==> config.mk <==
export PLATFORM = sky130hd
export DESIGN_NAME = elevator_ctrl_scan
export DESIGN_NICKNAME = d
export VERILOG_FILES = /design/src/rtl/elevator_ctrl_scan.sv
export SDC_FILE = /design/constraint.sdc
export NUM_CORES = 1
export LEC_CHECK = 0
export ABC_AREA = 1
export BUFFER_PORTS_ARGS = -buffer_cell sky130_fd_sc_hd__buf_4
export CAP_MARGIN = 20
export CORE_MARGIN = 4
export CORE_UTILIZATION = 40
export DETAILED_ROUTE_END_ITERATION = 6
export MAX_ROUTING_LAYER = met4
export PLACE_DENSITY_LB_ADDON = 0.3
export SYNTH_ARGS = -nofsm -noshare
export SYNTH_HDL_FRONTEND = slang
export SYNTH_SLANG_ARGS = --single-unit
==> constraint.sdc <==
create_clock -name clk -period 3.4 [get_ports clk]
set_input_delay 0.34 -clock clk [delete_from_list [all_inputs] [get_ports clk]]
set_output_delay 0.34 -clock clk [all_outputs]
set_load 0.01 [all_outputs]
==> src/rtl/elevator_ctrl_scan.sv <==
// N-floor SCAN elevator controller with travel/door timers and emergency stop.
// Optional ELEV_DOOR_OBSTRUCT_EN adds a door_obstruct input that holds the door open.
module elevator_ctrl_scan #(
  parameter int N_FLOORS      = 4,
  parameter int TRAVEL_CYCLES = 4,
  parameter int DOOR_CYCLES   = 3,
  parameter int FLOOR_W       = $clog2(N_FLOORS)
) (
  input  logic                clk,
  input  logic                rst,
  input  logic                emergency_stop,
`ifdef ELEV_DOOR_OBSTRUCT_EN
  input  logic                door_obstruct,
`endif
  input  logic [N_FLOORS-1:0] floor_request,
  output logic [2:0]          state,
  output logic [FLOOR_W-1:0]  current_floor,
  output logic                door_open,
  output logic                dir_up,
  output logic [N_FLOORS-1:0] pending
);

  typedef enum logic [2:0] {
    IDLE      = 3'd0,
    MOVE_UP   = 3'd1,
    MOVE_DOWN = 3'd2,
    DOOR_OPEN = 3'd3,
    EMERGENCY = 3'd4
  } state_t;

  localparam int TW = $clog2(TRAVEL_CYCLES + 1);
  localparam int DW = $clog2(DOOR_CYCLES + 1);
  localparam logic [TW-1:0] T_LAST = TW'(TRAVEL_CYCLES - 1);
  localparam logic [DW-1:0] D_LAST = DW'(DOOR_CYCLES - 1);

  state_t              state_q, state_d;
  logic [FLOOR_W-1:0]  cur_q, cur_d, nxt;
  logic                dir_q, dir_d;
  logic                door_open_q, door_open_d;
  logic [N_FLOORS-1:0] pend_q, pend_d, req, clr;
  logic [TW-1:0]       trav_q, trav_d;
  logic [DW-1:0]       door_q, door_d;
  logic                hold_door;

  function automatic logic any_ahead(input logic [N_FLOORS-1:0] v,
                                     input logic [FLOOR_W-1:0] f, input logic up);
    logic r;
    r = 1'b0;
    for (int i = 0; i < N_FLOORS; i++)
      if (v[i] && (up ? (i > int'(f)) : (i < int'(f)))) r = 1'b1;
    return r;
  endfunction

`ifdef ELEV_DOOR_OBSTRUCT_EN
  assign hold_door = door_obstruct;
`else
  assign hold_door = 1'b0;
`endif

  always_comb begin
    req         = pend_q | floor_request;
    clr         = '0;
    state_d     = state_q;
    cur_d       = cur_q;
    dir_d       = dir_q;
    trav_d      = trav_q;
    door_d      = door_q;
    nxt         = cur_q;
    if (emergency_stop) begin
      state_d = EMERGENCY;
      trav_d  = '0;
      door_d  = '0;
    end else begin
      case (state_q)
        IDLE: begin
          trav_d = '0;
          door_d = '0;
          if (pend_q[cur_q]) begin
            state_d    = DOOR_OPEN;
            clr[cur_q] = 1'b1;
          end else if (dir_q && any_ahead(pend_q, cur_q, 1'b1)) begin
            state_d = MOVE_UP;
          end else if (any_ahead(pend_q, cur_q, 1'b0)) begin
            state_d = MOVE_DOWN;
            dir_d   = 1'b0;
          end else if (any_ahead(pend_q, cur_q, 1'b1)) begin
            state_d = MOVE_UP;
            dir_d   = 1'b1;
          end
        end
        MOVE_UP, MOVE_DOWN: begin
          if (trav_q == T_LAST) begin
            trav_d = '0;
            nxt    = (state_q == MOVE_UP) ? cur_q + 1'b1 : cur_q - 1'b1;
            cur_d  = nxt;
            // A request for the arrival floor latched this same edge still stops the car.
            if (req[nxt]) begin
              state_d  = DOOR_OPEN;
              door_d   = '0;
              clr[nxt] = 1'b1;
            end else if (!any_ahead(req, nxt, state_q == MOVE_UP)) begin
              state_d = IDLE;
            end
          end else begin
            trav_d = trav_q + 1'b1;
          end
        end
        DOOR_OPEN: begin
          clr[cur_q] = 1'b1;
          if (floor_request[cur_q] || hold_door) begin
            door_d = '0;
          end else if (door_q == D_LAST) begin
            door_d  = '0;
            state_d = IDLE;
          end else begin
            door_d = door_q + 1'b1;
          end
        end
        default: state_d = IDLE;
      endcase
    end
    pend_d      = req & ~clr;
    door_open_d = (state_d == DOOR_OPEN);
  end

  always_ff @(posedge clk) begin
    if (rst) begin
      state_q     <= IDLE;
      cur_q       <= '0;
      dir_q       <= 1'b1;
      door_open_q <= 1'b0;
      pend_q      <= '0;
      trav_q      <= '0;
      door_q      <= '0;
    end else begin
      state_q     <= state_d;
      cur_q       <= cur_d;
      dir_q       <= dir_d;
      door_open_q <= door_open_d;
      pend_q      <= pend_d;
      trav_q      <= trav_d;
      door_q      <= door_d;
    end
  end

  assign state         = state_q;
  assign current_floor = cur_q;
  assign door_open     = door_open_q;
  assign dir_up        = dir_q;
  assign pending       = pend_q;

endmodule

==> impl_metrics.env, run 1 <==
export IMPL_dpl_worst_slack_ns=1.09
export IMPL_hold_buffers=0
export IMPL_power_density_mw_per_mm2=307
export IMPL_grt_pass1_vias=1101
export IMPL_finalWeightedCongestion=0.964
export IMPL_place_area_mm2=0.00133
export IMPL_antenna_found_initial=0
export IMPL_io_pins=18
export IMPL_synthAdderAreaFrac=0.0749
export IMPL_netlist_area_mm2=0.00117
export IMPL_synth_most_common_cell="nand2_1"
export IMPL_syn_area_per_cell_um2=6.28
export IMPL_clk_pin_slew_ns=0.12
export IMPL_slew_violations=0
export IMPL_synth_warnings=0
export IMPL_yosys_register_bits=16
export IMPL_initial_core_util=0.420
export IMPL_synth_top_cell_area_share=0.274
export IMPL_remaining_drc_errors=0
export IMPL_final_setup_worst_slack_ns=1.03
export IMPL_wl_per_cell_um=12.6
export IMPL_path_class="register to register"
export IMPL_worst_slew_pin_slew_ns=0.441
export IMPL_synth_edf_count=0
export IMPL_h_tree_depth=1
export IMPL_dp_hpwl_mm=2.30
export IMPL_cts_root_buf="clkbuf_4"
export IMPL_ys_seq_area_frac=0.274
export IMPL_core_mm2=0.00278
export IMPL_hold_depth=2
export IMPL_crit_reg2reg_launch="current_floor[0]"
export IMPL_r2r_end="door_open"
export IMPL_area_growth_pct=16.9
export IMPL_r2r_slack_ns=1.03
export IMPL_hp_class="input pin to register"
export IMPL_fillers=291
export IMPL_synth_mux_area_frac=0
export IMPL_finalSetupTns_ns=0
export IMPL_grt_overflow=0
export IMPL_synth_simple_area_share=0.379
export IMPL_min_from="rst"
export IMPL_synth_top_cells_by_area="dfxtp_1 27%, nand2_1 13%, inv_1 8.0%"
export IMPL_n_antenna_cell=0
export IMPL_final_period_utilization=0.696
export IMPL_crit_required_ns=3.59
export IMPL_final_antenna_net_count=0
export IMPL_fmax_ghz=0.422
export IMPL_synth_net_count=200
export IMPL_worstSetupStartpointType="register"
export IMPL_multi_input_area_um2=738
export IMPL_fp_dieW_um=62.1
export IMPL_drive_gt1_frac=0.160
export IMPL_cts_resized=0
export IMPL_async_reset_ff_frac=0
export IMPL_grt_pass1_wl_mm=4.97
export IMPL_critPathArrivalTime_ns=2.56
export IMPL_cts_setup_buffers=0
export IMPL_hold_end="current_floor[1]"
export IMPL_cts_tree="built"
export IMPL_rsz0062_at_grt="false"
export IMPL_fin_crit_ns=2.37
export IMPL_cts_sinks=16
export IMPL_portBuffers=17
export IMPL_finalSetupViolations=0
export IMPL_grt_total_usage=0.180
export IMPL_die_area_mm2=0.00385
export IMPL_cp_startpoint="current_floor[0]"
export IMPL_numCtsBuffers=3
export IMPL_drt_iter0_markers=88
export IMPL_synth_xor_area_frac=0
export IMPL_peakVddDrop_mv=0.203
export IMPL_outcome="finished clean"
export IMPL_synthTopCellsByCount="41 x nand2_1, 25 x inv_1, 25 x nor2_1"
export IMPL_max_cap_violations=0
export IMPL_viasPerCell=5.20
export IMPL_holdWs_ns=0.241
export IMPL_nets=221
export IMPL_die_h_um=62.1
export IMPL_clockBufferDepth=2
export IMPL_routed_via_count=1233
export IMPL_synth_compound_area_share=0.178
export IMPL_fin_area_mm2=0.00137
export IMPL_yosysUniqueCellTypes=24
export IMPL_relSlewSlack=0.706
export IMPL_clk_latency_ns=0.29
export IMPL_finalClockSkew_ns=0.0131
export IMPL_firstDrtPassIters=4
export IMPL_seq_area_um2=320
export IMPL_routed_wl_mm=2.98
export IMPL_yosys_area_top_type="dfxtp_1"
export IMPL_syn_inst=186
export IMPL_finalHoldViolations=0
export IMPL_synth_ff_type="dfxtp_1"
export IMPL_power_static_leakage_nw=0.644
export IMPL_grt_max_degree=20
export IMPL_critPathMaxFanout=19
export IMPL_synth_top_family_by_area="simple AND/OR/NAND/NOR gates"
export IMPL_critPathCaptureType="register"
export IMPL_worst_r2r_cell_count=13
export IMPL_placementRows=19
how the worst max path moves through the flow:
stage / endpoint / slack (ns) / depth (start not counted)
3_5_place_dp: door_open / 1.09 / 13
5_1_grt: state[0] / 0.80 / 15
6_report: door_open / 1.03 / 13
4_1_cts: door_open / 1.06 / 13
2_1_floorplan: door_open / 1.25 / 13
3_3_place_gp: state[1] / 1.12 / 13
per-layer routing:
metal  GRT usage  vias to the layer above  wire length (um)
met5           -                        -                 0
met4      0.0576                        0                36
met3      0.0269                        4               269
met2       0.266                       54              1320
met1       0.250                      526              1350
li1            -                      649                 -
metrics by stage:
stage / power, mW / utilization / std cells
floorplan: 0.259 / - / 186
global placement: 0.290 / 0.478 / 233
detailed placement: 0.289 / 0.478 / 233
CTS: 0.422 / 0.491 / 237
global route: 0.441 / 0.491 / 237
finish: 0.419 / 0.491 / 237
final cells by class:
type,instances,area share
Multi-Input combinational cell,142,0.540
Inverter,26,0.0714
Sequential cell,16,0.234
Clock buffer,4,0.0266
Tap cell,31,0.0284
Timing Repair Buffer,18,0.0989
state kept, by name (all words and copies together) (netlist names):
name / cells
door_q: 2
current_floor: 2
state: 3
trav_q: 3
dir_up: 1
door_open: 1
pending: 4
report_power, final:
group	internal, mW	total (mW)	leakage [nW]	switching, mW
Sequential	0.194	0.204	0.131	0.00947
Combinational	0.0324	0.0819	0.493	0.0496
Clock	0.0651	0.133	0.0210	0.0683
worst max-delay path, stage by stage (launching register included):
cell and delay (ns):
dfxtp_1 0.32, buf_4 0.18, inv_1 0.35, ha_1 0.36, inv_1 0.13, nand3_2 0.16, nand2_4 0.15, nand2_2 0.04
nor2_1 0.09, nor2_1 0.06, nand2_2 0.10, nand2_1 0.09, a21oi_2 0.16, nor2_2 0.05
cell families (layout without fill, tap and decap cells):
group	count (synthesis)	after routing
AOI/OAI and AO/OA	38	38
adders and majority gates	7	7
buffers and inverters	28	48
DFF	16	16
and+or+nand+nor	97	97
cells in the final DEF, fill, tap and decap left out, types with 2 or more instances in the layout:
cell / n
ha_1: 7
dfxtp_1: 16
a21oi_1: 17
nand2_2: 4
o22ai_1: 4
clkbuf_4: 3
nand4_1: 6
nand2_1: 41
nor2_1: 25
inv_1: 25
nor2_2: 2
nand2_4: 2
nand3_1: 14
o21ai_0: 12
buf_4: 18
(Power assumes the default switching activity.)
==> run 2, diff against run 1 <==
- clock period: 3.4 -> 2.15 ns (I/O delays scaled with it)
==> run 2 against run 1 <==
Against the previous run:
- wire length decreased by 3.4%
- power increased by 55%
- final cell count increased by 0.84%
- setup slack got worse by 0.75 ns
==> impl_metrics.env, run 2 (same netlist as run 1, synthesis figures left out) <==
export IMPL_final_core_util=0.497
export IMPL_final_antenna_net_count=0
export IMPL_numCtsBuffers=3
export IMPL_slowest_stage="ha_1"
export IMPL_n_antenna_cell=0
export IMPL_cp_common_cell="nor2_1"
export IMPL_worst_slew_pin_slew_ns=0.432
export IMPL_slew_violations=0
export IMPL_cts_sinks=16
export IMPL_fin_crit_ns=1.86
export IMPL_power_density_mw_per_mm2=470
export IMPL_remaining_drc_errors=0
export IMPL_nets=223
export IMPL_viasPerCell=5.13
export IMPL_critPathArrivalTime_ns=2.06
export IMPL_cts_setup_buffers=0
export IMPL_critPathCaptureType="register"
export IMPL_fmax_ghz=0.537
export IMPL_largest_reg_flops=4
export IMPL_worst_r2r_cell_count=12
export IMPL_drt_iter0_markers=43
export IMPL_power_static_leakage_nw=0.654
export IMPL_clk_latency_ns=0.29
export IMPL_antenna_found_initial=0
export IMPL_worstSetupStartpointType="register"
export IMPL_fp_dieW_um=62.1
export IMPL_grt_pass1_vias=1081
export IMPL_grt_overflow=0
export IMPL_finalWeightedCongestion=0.881
export IMPL_cts_tree="built"
export IMPL_max_cap_violations=0
export IMPL_worstPathCellList="inv_1 -> ha_1 -> inv_2 -> nand3_2 -> nand2_4 -> nand2_2 -> nor2_1 -> nor2_1 -> nand2_2 -> nand2_1 -> a21oi_2 -> nor2_1"
export IMPL_critPathMaxFanout=6
export IMPL_finalSetupViolations=0
export IMPL_grt_pass1_wl_mm=4.89
export IMPL_final_cell_mix="41 x nand2_1, 25 x nor2_1, 24 x inv_1"
export IMPL_finalSetupTns_ns=0
export IMPL_finalHoldViolations=0
export IMPL_cts_root_buf="clkbuf_4"
export IMPL_wl_per_cell_um=12.0
export IMPL_cpPeakStageDelay_ns=0.36
export IMPL_hold_end="state[2]"
export IMPL_r2r_slack_ns=0.29
export IMPL_hold_depth=2
export IMPL_fillers=284
export IMPL_r2r_end="state[1]"
export IMPL_routed_via_count=1226
export IMPL_die_area_mm2=0.00385
export IMPL_grt_max_degree=19
export IMPL_rsz0062_at_grt="false"
export IMPL_die_h_um=62.1
export IMPL_min_from="rst"
export IMPL_area_growth_pct=18.2
export IMPL_path_class="register to register"
export IMPL_crit_required_ns=2.35
export IMPL_initial_core_util=0.420
export IMPL_finalClockSkew_ns=0.00960
export IMPL_final_common_cell="nand2_1"
export IMPL_drive_gt1_frac=0.173
export IMPL_outcome="finished clean"
export IMPL_io_pins=18
export IMPL_firstDrtPassIters=4
export IMPL_hp_class="input pin to register"
export IMPL_placementRows=19
export IMPL_grt_total_usage=0.175
export IMPL_clockBufferDepth=2
export IMPL_routed_wl_mm=2.88
export IMPL_final_period_utilization=0.867
export IMPL_h_tree_depth=1
export IMPL_core_mm2=0.00278
export IMPL_dp_hpwl_mm=2.26
export IMPL_peakVddDrop_mv=0.618
export IMPL_crit_reg2reg_launch="current_floor[1]"
export IMPL_portBuffers=17
export IMPL_relSlewSlack=0.711
export IMPL_clk_pin_slew_ns=0.10
## run 2: cell types whose count changed in the layout (fill, tap and decap cells not counted)
cell   before  now
inv_1      25   24
inv_2       0    1
buf_4      18   20
## run 2: final cells by class
| class | instances | area, um2 | area share |
|---|---|---|---|
| Clock buffer | 4 | 36.3 | 0.0263 |
| Inverter | 26 | 97.6 | 0.0707 |
| Multi-Input combinational cell | 142 | 738 | 0.534 |
| Sequential cell | 16 | 320 | 0.232 |
| Tap cell | 31 | 38.8 | 0.0281 |
| Timing Repair Buffer | 20 | 150 | 0.109 |
## run 2: worst max-delay path, delay by kind of cell (launching register included)
kind                     cells  cell delay [ns]
AND/OR/NAND/NOR              8             0.73
adder cells (fa/ha/maj)      1             0.36
flip-flops                   1             0.34
buffers and inverters        2             0.21
AO/OA/AOI/OAI                1             0.16
## run 2: timing repair
item | CTS | global route
setup endpoints to repair | 0 | 2
gates resized for setup | 0 | 1
hold buffers | 0 | 0
## run 2: worst max-delay path by stage
stage	slack, ns	endpoint	cells after the start	from
6_report	0.29	state[1]	12	current_floor[1]
5_1_grt	0.04	state[0]	14	current_floor[1]
4_1_cts	0.27	door_open	12	current_floor[1]
3_5_place_dp	0.28	door_open	12	current_floor[1]
3_3_place_gp	0.33	door_open	12	current_floor[1]
2_1_floorplan	0.001	door_open	13	current_floor[0]
## run 2: through the flow
| stage | hold slack [ns] | cells | power, mW | setup WS [ns] | instance area [um2] |
|---|---|---|---|---|---|
| after floorplan | 0.287 | 186 | 0.409 | 0.00150 | 1170 |
| after global placement | 0.436 | 235 | 0.458 | 0.334 | 1350 |
| after detailed placement | 0.434 | 235 | 0.457 | 0.275 | 1350 |
| after CTS | 0.123 | 239 | 0.656 | 0.267 | 1380 |
| after global routing | 0.109 | 239 | 0.692 | 0.0441 | 1380 |
| final | 0.137 | 239 | 0.649 | 0.286 | 1380 |
## run 2: per-layer routing
metal | vias to the layer above | GRT usage | routed length (um)
met5 | - | - | 0
met4 | 0 | 0.0212 | 14
met3 | 2 | 0.0455 | 208
met2 | 43 | 0.257 | 1230
met1 | 523 | 0.246 | 1430
li1 | 658 | - | -
## run 2: power breakdown
| part | total [mW] | leakage [nW] | switching, mW | internal (mW) |
|---|---|---|---|---|
| Clock | 0.198 | 0.0210 | 0.0949 | 0.103 |
| Combinational | 0.128 | 0.503 | 0.0772 | 0.0512 |
| Sequential | 0.322 | 0.131 | 0.0153 | 0.307 |
| Total | 0.649 | 0.654 | 0.187 | 0.461 |
